`config.mk`:
```
export PLATFORM = sky130hd
export DESIGN_NAME = pb_debouncer_multi
export DESIGN_NICKNAME = d
export VERILOG_FILES = /design/src/rtl/pb_debouncer_pkg.sv /design/src/rtl/pb_debounce_ch.sv /design/src/rtl/pb_debouncer_multi.sv
export SDC_FILE = /design/constraint.sdc
export NUM_CORES = 1
export LEC_CHECK = 0
export CAP_MARGIN = 20
export CORE_UTILIZATION = 45
export DETAILED_ROUTE_END_ITERATION = 10
export HOLD_SLACK_MARGIN = 0.1
export SETUP_SLACK_MARGIN = 0.15
export SLEW_MARGIN = 20
export SYNTH_ARGS = -nofsm -noshare
export SYNTH_HDL_FRONTEND = slang
export SYNTH_HIERARCHICAL = 1
export SYNTH_SLANG_ARGS = --single-unit
```
`constraint.sdc`:
```
create_clock -name clk -period 3 [get_ports clk]
set_input_delay 0.6 -clock clk [delete_from_list [all_inputs] [get_ports clk]]
set_output_delay 0.6 -clock clk [all_outputs]
set_load 0.005 [all_outputs]
```
`src/rtl/pb_debouncer_pkg.sv`:
```
// Shared types and defaults for the multi-channel push-button debouncer.
package pb_debouncer_pkg;

  typedef enum logic [2:0] {
    S_IDLE   = 3'd0,
    S_CNT_UP = 3'd1,
    S_PE     = 3'd2,
    S_STABLE = 3'd3,
    S_CNT_DN = 3'd4,
    S_NE     = 3'd5
  } pb_fsm_e;

  localparam int DEF_N_CH          = 4;
  localparam int DEF_COUNTER_WIDTH = 16;
  localparam int DEF_SYNC_STAGES   = 2;
  localparam int DEF_REPEAT_DELAY  = 50_000_000;
  localparam int DEF_REPEAT_PERIOD = 10_000_000;

  // Repeat counter must hold the larger of the two reload targets.
  function automatic int rpt_width(input int d, input int p);
    int m;
    m = (d > p) ? d : p;
    return (m < 1) ? 1 : $clog2(m + 1);
  endfunction

endpackage

```
`src/rtl/pb_debounce_ch.sv`:
```
// One button channel: synchroniser, symmetric debounce FSM and counter.
// Auto-repeat is compiled in only when PB_DEBOUNCER_REPEAT_EN is defined.
module pb_debounce_ch
  import pb_debouncer_pkg::*;
#(
  parameter int COUNTER_WIDTH = DEF_COUNTER_WIDTH,
  parameter int SYNC_STAGES   = DEF_SYNC_STAGES,
  parameter int REPEAT_DELAY  = DEF_REPEAT_DELAY,
  parameter int REPEAT_PERIOD = DEF_REPEAT_PERIOD
) (
  input  logic clk,
  input  logic rst,
  input  logic pb_i,
  output logic state_o,
  output logic pos_o,
  output logic neg_o,
  output logic rep_o
);

  logic [SYNC_STAGES-1:0]   sync_q;
  logic                     pb_sync;
  pb_fsm_e                  state_q;
  logic [COUNTER_WIDTH-1:0] cnt_q;

  always_ff @(posedge clk or posedge rst) begin
    if (rst) sync_q <= '0;
    else     sync_q <= {sync_q[SYNC_STAGES-2:0], pb_i};
  end

  assign pb_sync = sync_q[SYNC_STAGES-1];

  // Counter clears by default; only the counting states advance it.
  always_ff @(posedge clk or posedge rst) begin
    if (rst) begin
      state_q <= S_IDLE;
      cnt_q   <= '0;
    end else begin
      cnt_q <= '0;
      case (state_q)
        S_IDLE:   if (pb_sync) state_q <= S_CNT_UP;
        S_CNT_UP: begin
          if (!pb_sync)   state_q <= S_IDLE;
          else if (&cnt_q) state_q <= S_PE;
          else            cnt_q   <= cnt_q + 1'b1;
        end
        S_PE:     state_q <= S_STABLE;
        S_STABLE: if (!pb_sync) state_q <= S_CNT_DN;
        S_CNT_DN: begin
          if (pb_sync)    state_q <= S_STABLE;
          else if (&cnt_q) state_q <= S_NE;
          else            cnt_q   <= cnt_q + 1'b1;
        end
        S_NE:     state_q <= S_IDLE;
        default:  state_q <= S_IDLE;
      endcase
    end
  end

  assign state_o = (state_q == S_PE) || (state_q == S_STABLE) || (state_q == S_CNT_DN);
  assign pos_o   = (state_q == S_PE);
  assign neg_o   = (state_q == S_NE);

`ifdef PB_DEBOUNCER_REPEAT_EN
  localparam int RW = rpt_width(REPEAT_DELAY, REPEAT_PERIOD);

  logic [RW-1:0] rcnt_q, rcnt_d, rtgt;
  logic          first_q, first_d, rhit;

  // First pulse waits REPEAT_DELAY cycles, later ones REPEAT_PERIOD.
  assign rtgt = first_q ? RW'(REPEAT_DELAY - 1) : RW'(REPEAT_PERIOD - 1);
  assign rhit = (state_q == S_STABLE) && (rcnt_q == rtgt);

  always_comb begin
    rcnt_d  = '0;
    first_d = 1'b1;
    if (state_q == S_STABLE) begin
      if (rhit) begin
        rcnt_d  = '0;
        first_d = 1'b0;
      end else begin
        rcnt_d  = rcnt_q + 1'b1;
        first_d = first_q;
      end
    end
  end

  always_ff @(posedge clk or posedge rst) begin
    if (rst) begin
      rcnt_q  <= '0;
      first_q <= 1'b1;
    end else begin
      rcnt_q  <= rcnt_d;
      first_q <= first_d;
    end
  end

  assign rep_o = rhit;
`else
  assign rep_o = 1'b0;
`endif

endmodule

```
`src/rtl/pb_debouncer_multi.sv`:
```
// N_CH independent debounced push-button channels.
// Auto-repeat outputs are live only when PB_DEBOUNCER_REPEAT_EN is defined.
module pb_debouncer_multi
  import pb_debouncer_pkg::*;
#(
  parameter int N_CH          = DEF_N_CH,
  parameter int COUNTER_WIDTH = DEF_COUNTER_WIDTH,
  parameter int SYNC_STAGES   = DEF_SYNC_STAGES,
  parameter int REPEAT_DELAY  = DEF_REPEAT_DELAY,
  parameter int REPEAT_PERIOD = DEF_REPEAT_PERIOD
) (
  input  logic            clk,
  input  logic            rst,
  input  logic [N_CH-1:0] pb,
  output logic [N_CH-1:0] pb_state,
  output logic [N_CH-1:0] pb_posedge,
  output logic [N_CH-1:0] pb_negedge,
  output logic [N_CH-1:0] pb_repeat
);

  for (genvar g = 0; g < N_CH; g++) begin : g_ch
    pb_debounce_ch #(
      .COUNTER_WIDTH (COUNTER_WIDTH),
      .SYNC_STAGES   (SYNC_STAGES),
      .REPEAT_DELAY  (REPEAT_DELAY),
      .REPEAT_PERIOD (REPEAT_PERIOD)
    ) u_ch (
      .clk     (clk),
      .rst     (rst),
      .pb_i    (pb[g]),
      .state_o (pb_state[g]),
      .pos_o   (pb_posedge[g]),
      .neg_o   (pb_negedge[g]),
      .rep_o   (pb_repeat[g])
    );
  end

endmodule

```
==> out/results.md <==
| Item | This run | Unit |
| --- | --- | --- |
| Result of the run | complete, no violations | - |
| Gate count after technology mapping | 431 | - |
| DR vias/cell | 5.44 | - |
| CTS tree | built | - |
| Kind of start point of the critical path | register | - |
| Cell Pwr Density | 465 | nW/um2 |
| Total leakage power | 1.94 | nW |
| Family with the most delay on the worst path | buffers and inverters | - |
| Average wire per standard cell | 13.1 | um |
| Critical path start-end classification | register to output port | - |
| Via total after detailed routing | 3055 | - |
| Relative slew slack | 45.8 | % |
| Post-synthesis instance area | 4210 | um2 |
| Critical Path, Cell by Cell | nand2b_1 > nor2_1 > clkdlybuf4s50_1 | - |
| Path category of the worst min-delay check | register to register | - |
| Core area | 8890 | um2 |
| Post-DP Area | 4440 | um2 |
| Synth top area cells | sky130_fd_sc_hd__dfrtp_1 (50%), sky130_fd_sc_hd__nor2_1 (6.0%), sky130_fd_sc_hd__xnor2_1 (5.6%) | - |
| Pin count of the biggest net entering global routing | 22 | - |
| Global-route congestion overflow total | 0 | - |
| Share of layout cells above drive strength 1 | 6.61 | % |
| Sequential element share of the synthesized area | 49.9 | % |
| Worst-Margin Slew | 0.813 | ns |
| Maximum level of the CTS H-tree | 3 | - |
| Fin. Hold Viols | 0 | - |
| Number of nets in the final layout | 460 | - |
| Worst IR Drop VDD | 0.226 | mV |
| Highest cell delay on the worst timing path | 0.53 | ns |
| CTS Buf Count | 9 | - |
| Worst clock skew | 0.00882 | ns |
| Post-placement worst setup slack | 0.830 | ns |
| Global router's overall resource usage | 16.5 | % |
| CP Launch Point | g_ch[3].u_ch/state_q[2] | - |
| DRT Wirelength | 7340 | um |
| Largest area contributor in the synthesized netlist | sky130_fd_sc_hd__dfrtp_1 | - |
| Count of distinct cell types in the synthesized netlist | 45 | - |
| Unrepaired setup endpoints after global routing | false | - |
| Max Buffers Root-to-Sink | 2 | - |
| Min Tclk post-route | 2.32 | ns |
| Post-Syn Nets | 442 | - |
| Buffering stage count on the worst path with inverters included | 1 | - |
| Period utilization | 77.3 | % |
| Initial antenna violation count | 0 | - |
| Area of all sequential standard cells | 2100 | um2 |
| Critical path required time | 2.40 | ns |
| Clock slew at the register clock pins of the worst setup and hold paths | 0.08 | ns |
| Syn avg cell area | 9.77 | um2 |
| Diodes inserted | 0 | - |
| Relative area change from synthesis to final layout | 11.1 | % |
| Initial core utilization | 47.4 | % |
| Sum of net half-perimeters after detailed placement | 5020 | um |
| Root buffer selected by CTS | sky130_fd_sc_hd__clkbuf_8 | - |
| Warnings from Yosys | 6 | - |
| DR pass1 iterations | 4 | - |
| Worst skew pair latency | 0.35 | ns |
| Final setup violation count | 0 | - |
| Maximum fanout along the worst path | 9 | - |
| Flip-flop and latch count after synthesis | 84 | - |
| Cell count after placement | 546 | - |
| Setup total negative slack | 0 | ns |
| Remaining number of nets flagged by the antenna check after routing | 0 | - |
| Floorplan die width | 98.7 | um |
| Wire length of the first global-routing pass | 12900 | um |
| Core Rows | 34 | - |
| Count of maximum capacitance violations | 0 | - |
| Ports placed on the boundary | 22 | - |
| Setup WS post-layout | 0.682 | ns |
| Arrival time at the worst endpoint | 1.72 | ns |
| Resize count post-CTS | 0 | - |
| Final weighted congestion in routability-driven placement | 0.792 | - |
| Endpoint class of the critical path | output port | - |
| DIE AREA | 9750 | um2 |
| Count of buffers added by post-CTS timing repair for setup | 0 | - |
| Maximum achievable frequency | 0.431 | GHz |
| Max-slew violation count | 0 | - |
| Via count of the first global-routing pass | 2900 | - |
| Hold_sp | g_ch[3].u_ch/sync_q[0] | - |
| Commonest non-fill, non-tap cell in the layout | sky130_fd_sc_hd__dfrtp_1 | - |
| Finished Layout Cells | 562 | - |
| Iteration-0 DRC count of the detailed router | 99 | - |
| Final total power | 2.18 | mW |
| Area share of the leading cell type in the synthesized netlist | 49.9 | % |
| Input/output buffers | 17 | - |
| Slowest-stage cell, CP | sky130_fd_sc_hd__clkdlybuf4s50_1 | - |
| Area used by multi-input combinational logic | 1980 | um2 |
| Hold-fix buffers, CTS | 0 | - |
| Count of unresolved DRC violations after routing | 0 | - |
| Final instance area | 4680 | um2 |
| Height of the die | 98.7 | um |
| Filler cells | 804 | - |
| Most frequent cells in the layout | sky130_fd_sc_hd__dfrtp_1 (84), sky130_fd_sc_hd__nor2_1 (67), sky130_fd_sc_hd__nand3_1 (27), sky130_fd_sc_hd__xnor2_1 (27), sky130_fd_sc_hd__nand2_1 (26) | - |
| Number of clock sinks | 84 | - |
| Worst reg2reg path startpoint | g_ch[3].u_ch/cnt_q[0] | - |
[synth_stat cells]
master / instances
sky130_fd_sc_hd__or4_4: 1
sky130_fd_sc_hd__buf_6: 1
sky130_fd_sc_hd__a21o_1: 2
sky130_fd_sc_hd__a31oi_1: 3
sky130_fd_sc_hd__o211ai_1: 4
sky130_fd_sc_hd__or4_1: 4
sky130_fd_sc_hd__nand2_1: 26
sky130_fd_sc_hd__nor2_1: 67
sky130_fd_sc_hd__a21o_2: 1
sky130_fd_sc_hd__xor2_1: 20
sky130_fd_sc_hd__or3_1: 8
sky130_fd_sc_hd__nor3_1: 11
sky130_fd_sc_hd__and4_2: 1
sky130_fd_sc_hd__o21bai_1: 1
sky130_fd_sc_hd__or3b_1: 2
sky130_fd_sc_hd__nand3_2: 2
sky130_fd_sc_hd__nand3b_1: 7
sky130_fd_sc_hd__nor3b_1: 1
sky130_fd_sc_hd__inv_1: 12
sky130_fd_sc_hd__buf_4: 5
sky130_fd_sc_hd__nor4_4: 1
sky130_fd_sc_hd__xnor2_1: 27
sky130_fd_sc_hd__buf_2: 5
sky130_fd_sc_hd__a21boi_0: 1
sky130_fd_sc_hd__a21oi_1: 23
sky130_fd_sc_hd__nand4_4: 2
sky130_fd_sc_hd__nand4_1: 17
sky130_fd_sc_hd__buf_8: 1
sky130_fd_sc_hd__or3b_2: 2
sky130_fd_sc_hd__nor4_1: 7
sky130_fd_sc_hd__o41ai_1: 2
sky130_fd_sc_hd__o21ai_0: 12
sky130_fd_sc_hd__nand2b_4: 1
sky130_fd_sc_hd__nand3_1: 27
sky130_fd_sc_hd__and4_1: 4
sky130_fd_sc_hd__conb_1: 4
sky130_fd_sc_hd__and3_1: 10
sky130_fd_sc_hd__nor2b_1: 1
sky130_fd_sc_hd__nand2b_1: 5
sky130_fd_sc_hd__ha_1: 5
sky130_fd_sc_hd__or2_0: 1
sky130_fd_sc_hd__o31ai_1: 4
sky130_fd_sc_hd__and3b_1: 5
sky130_fd_sc_hd__and3_2: 1
sky130_fd_sc_hd__dfrtp_1: 84
[final timing paths]
| path | endpoint | slack [ns] | depth (start not counted) |
|---|---|---|---|
| setup / recovery | pb_posedge[3] | 0.68 | 3 |
| hold / removal | g_ch[3].u_ch/sync_q[1] | 0.35 | 0 |
| setup reg to reg | g_ch[3].u_ch/cnt_q[8] | 0.90 | 5 |
| hold reg to reg | g_ch[3].u_ch/sync_q[1] | 0.35 | 0 |
| max in group asynchronous | g_ch[1].u_ch/cnt_q[13] | 1.67 | 2 |
| min in group asynchronous | g_ch[0].u_ch/cnt_q[11] | 0.80 | 2 |
[cell families after synthesis]
family | synth area share (%)
adder cells (fa/ha/maj) | 1.49
flip-flops | 49.9
other | 0.356
XOR/XNOR | 9.77
AND/OR/NAND/NOR | 27.9
AO/OA/AOI/OAI | 7.37
buffers and inverters | 3.18
[stage by stage]
stage               util [%]  hold WS (ns)
global route            52.6         0.359
CTS                     52.6         0.357
detailed placement      50.0         0.336
global placement        50.0         0.335
floorplan                  -         0.331
finish                  52.6         0.354
[per-layer routing]
layer | vias to the layer above | wire (um) | GRT usage [%]
met5 | - | 0 | 0
li1 | 1539 | - | -
met3 | 10 | 160 | 2.98
met1 | 1468 | 3670 | 21.5
met2 | 38 | 3380 | 26.6
met4 | 0 | 128 | 7.92
[sequential cells by signal, indices dropped and copies added (netlist names)]
signal / cells
g_ch.u_ch/cnt_q: 64
g_ch.u_ch/state_q: 12
g_ch.u_ch/sync_q: 8
[power by group]
part           leakage (nW)  switching [mW]  internal (mW)  total, mW
clock network         0.120           0.409          0.517      0.927
registers              1.14          0.0203           1.15       1.17
logic                 0.686          0.0559         0.0263     0.0822
[layout make-up]
class                   instances  area share [%]
clock buffers                  11            3.24
repair buffers                 19            3.96
inverters                      12           0.963
well taps                     108            2.89
flip-flops and latches         84            44.9
multi-input cells             323            42.2
clock inverters                 5            1.77
[worst register-to-register path, cell delays in order, from the launching register on]
cell,delay (ns)
sky130_fd_sc_hd__dfrtp_1,0.41
sky130_fd_sc_hd__ha_1,0.27
sky130_fd_sc_hd__nand4_4,0.17
sky130_fd_sc_hd__nor4_4,0.36
sky130_fd_sc_hd__or2_0,0.62
sky130_fd_sc_hd__nor4_1,0.12
No activity file was read; power rests on OpenSTA's default activity.
==> edit: new RTL, same settings <==
The 6 states of `pb_fsm_e` get a one-hot encoding in 6 bits.
--- a/src/rtl/pb_debouncer_pkg.sv
+++ b/src/rtl/pb_debouncer_pkg.sv
@@ -1,13 +1,13 @@
 // Shared types and defaults for the multi-channel push-button debouncer.
 package pb_debouncer_pkg;
 
-  typedef enum logic [2:0] {
-    S_IDLE   = 3'd0,
-    S_CNT_UP = 3'd1,
-    S_PE     = 3'd2,
-    S_STABLE = 3'd3,
-    S_CNT_DN = 3'd4,
-    S_NE     = 3'd5
+  typedef enum logic [5:0] {
+    S_IDLE   = 6'b000001,
+    S_CNT_UP = 6'b000010,
+    S_PE     = 6'b000100,
+    S_STABLE = 6'b001000,
+    S_CNT_DN = 6'b010000,
+    S_NE     = 6'b100000
   } pb_fsm_e;
 
   localparam int DEF_N_CH          = 4;
Function: same outputs for any inputs over 10 cycles, from zero or initial values and one cycle with rst high; not proved beyond that.
==> edit against the unedited design <==
Setup slack got worse by 0.31 ns. Critical path type unchanged. Design area increased by 13%. Count of clock-buffer cells in the layout increased by 3. Area after synthesis increased by 15%. Routed wire length increased by 13%. Critical endpoint is now pb_negedge[0]. Largest cell class unchanged. Sequential cell count increased by 12. Highest routed layer unchanged.
Power is not compared: it rests on default switching activity, and its combinational part moved more than twofold at a synthesized area within 25%.
==> edit: results (changes against the unedited design) <==
| Metric | Value |
|---|---|
| Outcome | `completed` |
| Sequential share of the synthesized area | `0.498 (-0.000792)` |
| Fraction of area in registers | `0.457 (+0.00768)` |
| Share of cells above drive strength 1 | `0.0754 (+0.00932)` |
| Synth unique cells | `41 (-8.9%)` |
| Inverters | `10 (-2)` |
| Routed length on met1 | `4160 microns (+13%)` |
| Worst slew pin tran | `0.898 ns (+0.0856 ns)` |
| Routed wl met2 | `3710 microns (+9.8%)` |
| Non-clk buf share | `0.0366 (-0.00301)` |
| FF+latch count | `96 (+14%)` |
| Multi-input comb cells | `362 (+12%)` |
| Final net count | `509 (+11%)` |
| Multi-input logic area | `2270 sq um (+15%)` |
| WP data arrival | `2.03 ns (+0.31 ns)` |
| Routed wl met3 | `289 microns (+81%)` |
| Clock buffers and inverters, area share | `0.0352 (-0.0149)` |
| CP Max Fanout | `10 (+1)` |
| Multiplexer share of the synthesized area | `0.00622 (+0.00622)` |
| Largest net degree at the start of global routing | `25 (+14%)` |
| Fillers | `960 (+19%)` |
| Post-Synth XOR/XNOR Area | `0.112 (+0.0147)` |
| HPWL Detailed | `5660 microns (+13%)` |
| Count of plain and timing-repair buffers | `20 (+1)` |
| Most area-consuming cells after synthesis | `dfrtp_1 48%, xor2_1 6.7%, nor2_1 6.4%, xnor2_1 4.5%, nand4_1 2.7%` |
| DP Worst Slack | `0.724 ns (-0.106 ns)` |
| Most common library cells after synthesis | `92 x dfrtp_1, 83 x nor2_1, 37 x xor2_1` |
| CLK BUF | `14 (+3)` |
| GRT Overall Usage | `0.167 (+0.00191)` |
| Final WL | `8290 microns (+13%)` |
| First-pass GRT wire length | `14700 microns (+14%)` |
edit: cell types whose count changed in the layout (fill, tap and decap cells not counted), sizes merged, moves of 4 or more:
cell    change
xor2       +17
nor2       +16
nor3b       +9
dfrtp       +8
a21oi       -7
nand4       +7
nand2b      +6
and3        -5
dfstp       +4
nand3b      +4
nor4b       +4
o211ai      -4
o31ai       -4
edit: final timing paths:
kind / cells past startpoint / end / slack (ns) / startpoint
worst max-delay path: 3 / pb_negedge[0] / 0.37 / g_ch[0].u_ch/state_q[3]
worst min-delay path: 0 / g_ch[1].u_ch/sync_q[1] / 0.36 / g_ch[1].u_ch/sync_q[0]
worst max register to register: 5 / g_ch[0].u_ch/state_q[5] / 1.10 / g_ch[0].u_ch/cnt_q[0]
worst min register to register: 0 / g_ch[1].u_ch/sync_q[1] / 0.36 / g_ch[1].u_ch/sync_q[0]
max in group asynchronous: 2 / g_ch[2].u_ch/cnt_q[15] / 1.63 / rst
min in group asynchronous: 3 / g_ch[0].u_ch/state_q[3] / 0.66 / rst
edit: what timing repair did:
item / 4_1_cts / 5_1_grt
setup endpoints to repair: 0 / 1
setup buffers: 0 / 0
resized for setup: 0 / 1
edit: through the flow:
stage | std cells | area, sq um | util | hold WS (ns) | power [mW]
2_1_floorplan | 484 | 4830 | - | 0.331 | 1.56
3_3_place_gp | 624 | 5070 | 0.489 | 0.334 | 1.59
3_5_place_dp | 624 | 5070 | 0.489 | 0.337 | 1.59
4_1_cts | 640 | 5260 | 0.507 | 0.357 | 2.41
5_1_grt | 640 | 5270 | 0.508 | 0.368 | 2.50
6_report | 640 | 5270 | 0.508 | 0.357 | 2.37
edit: critical path: stages, from the launching register on:
cell and delay, ns:
dfrtp_1 0.48, or3_1 0.44, nor4b_2 0.21, clkdlybuf4s50_1 0.53
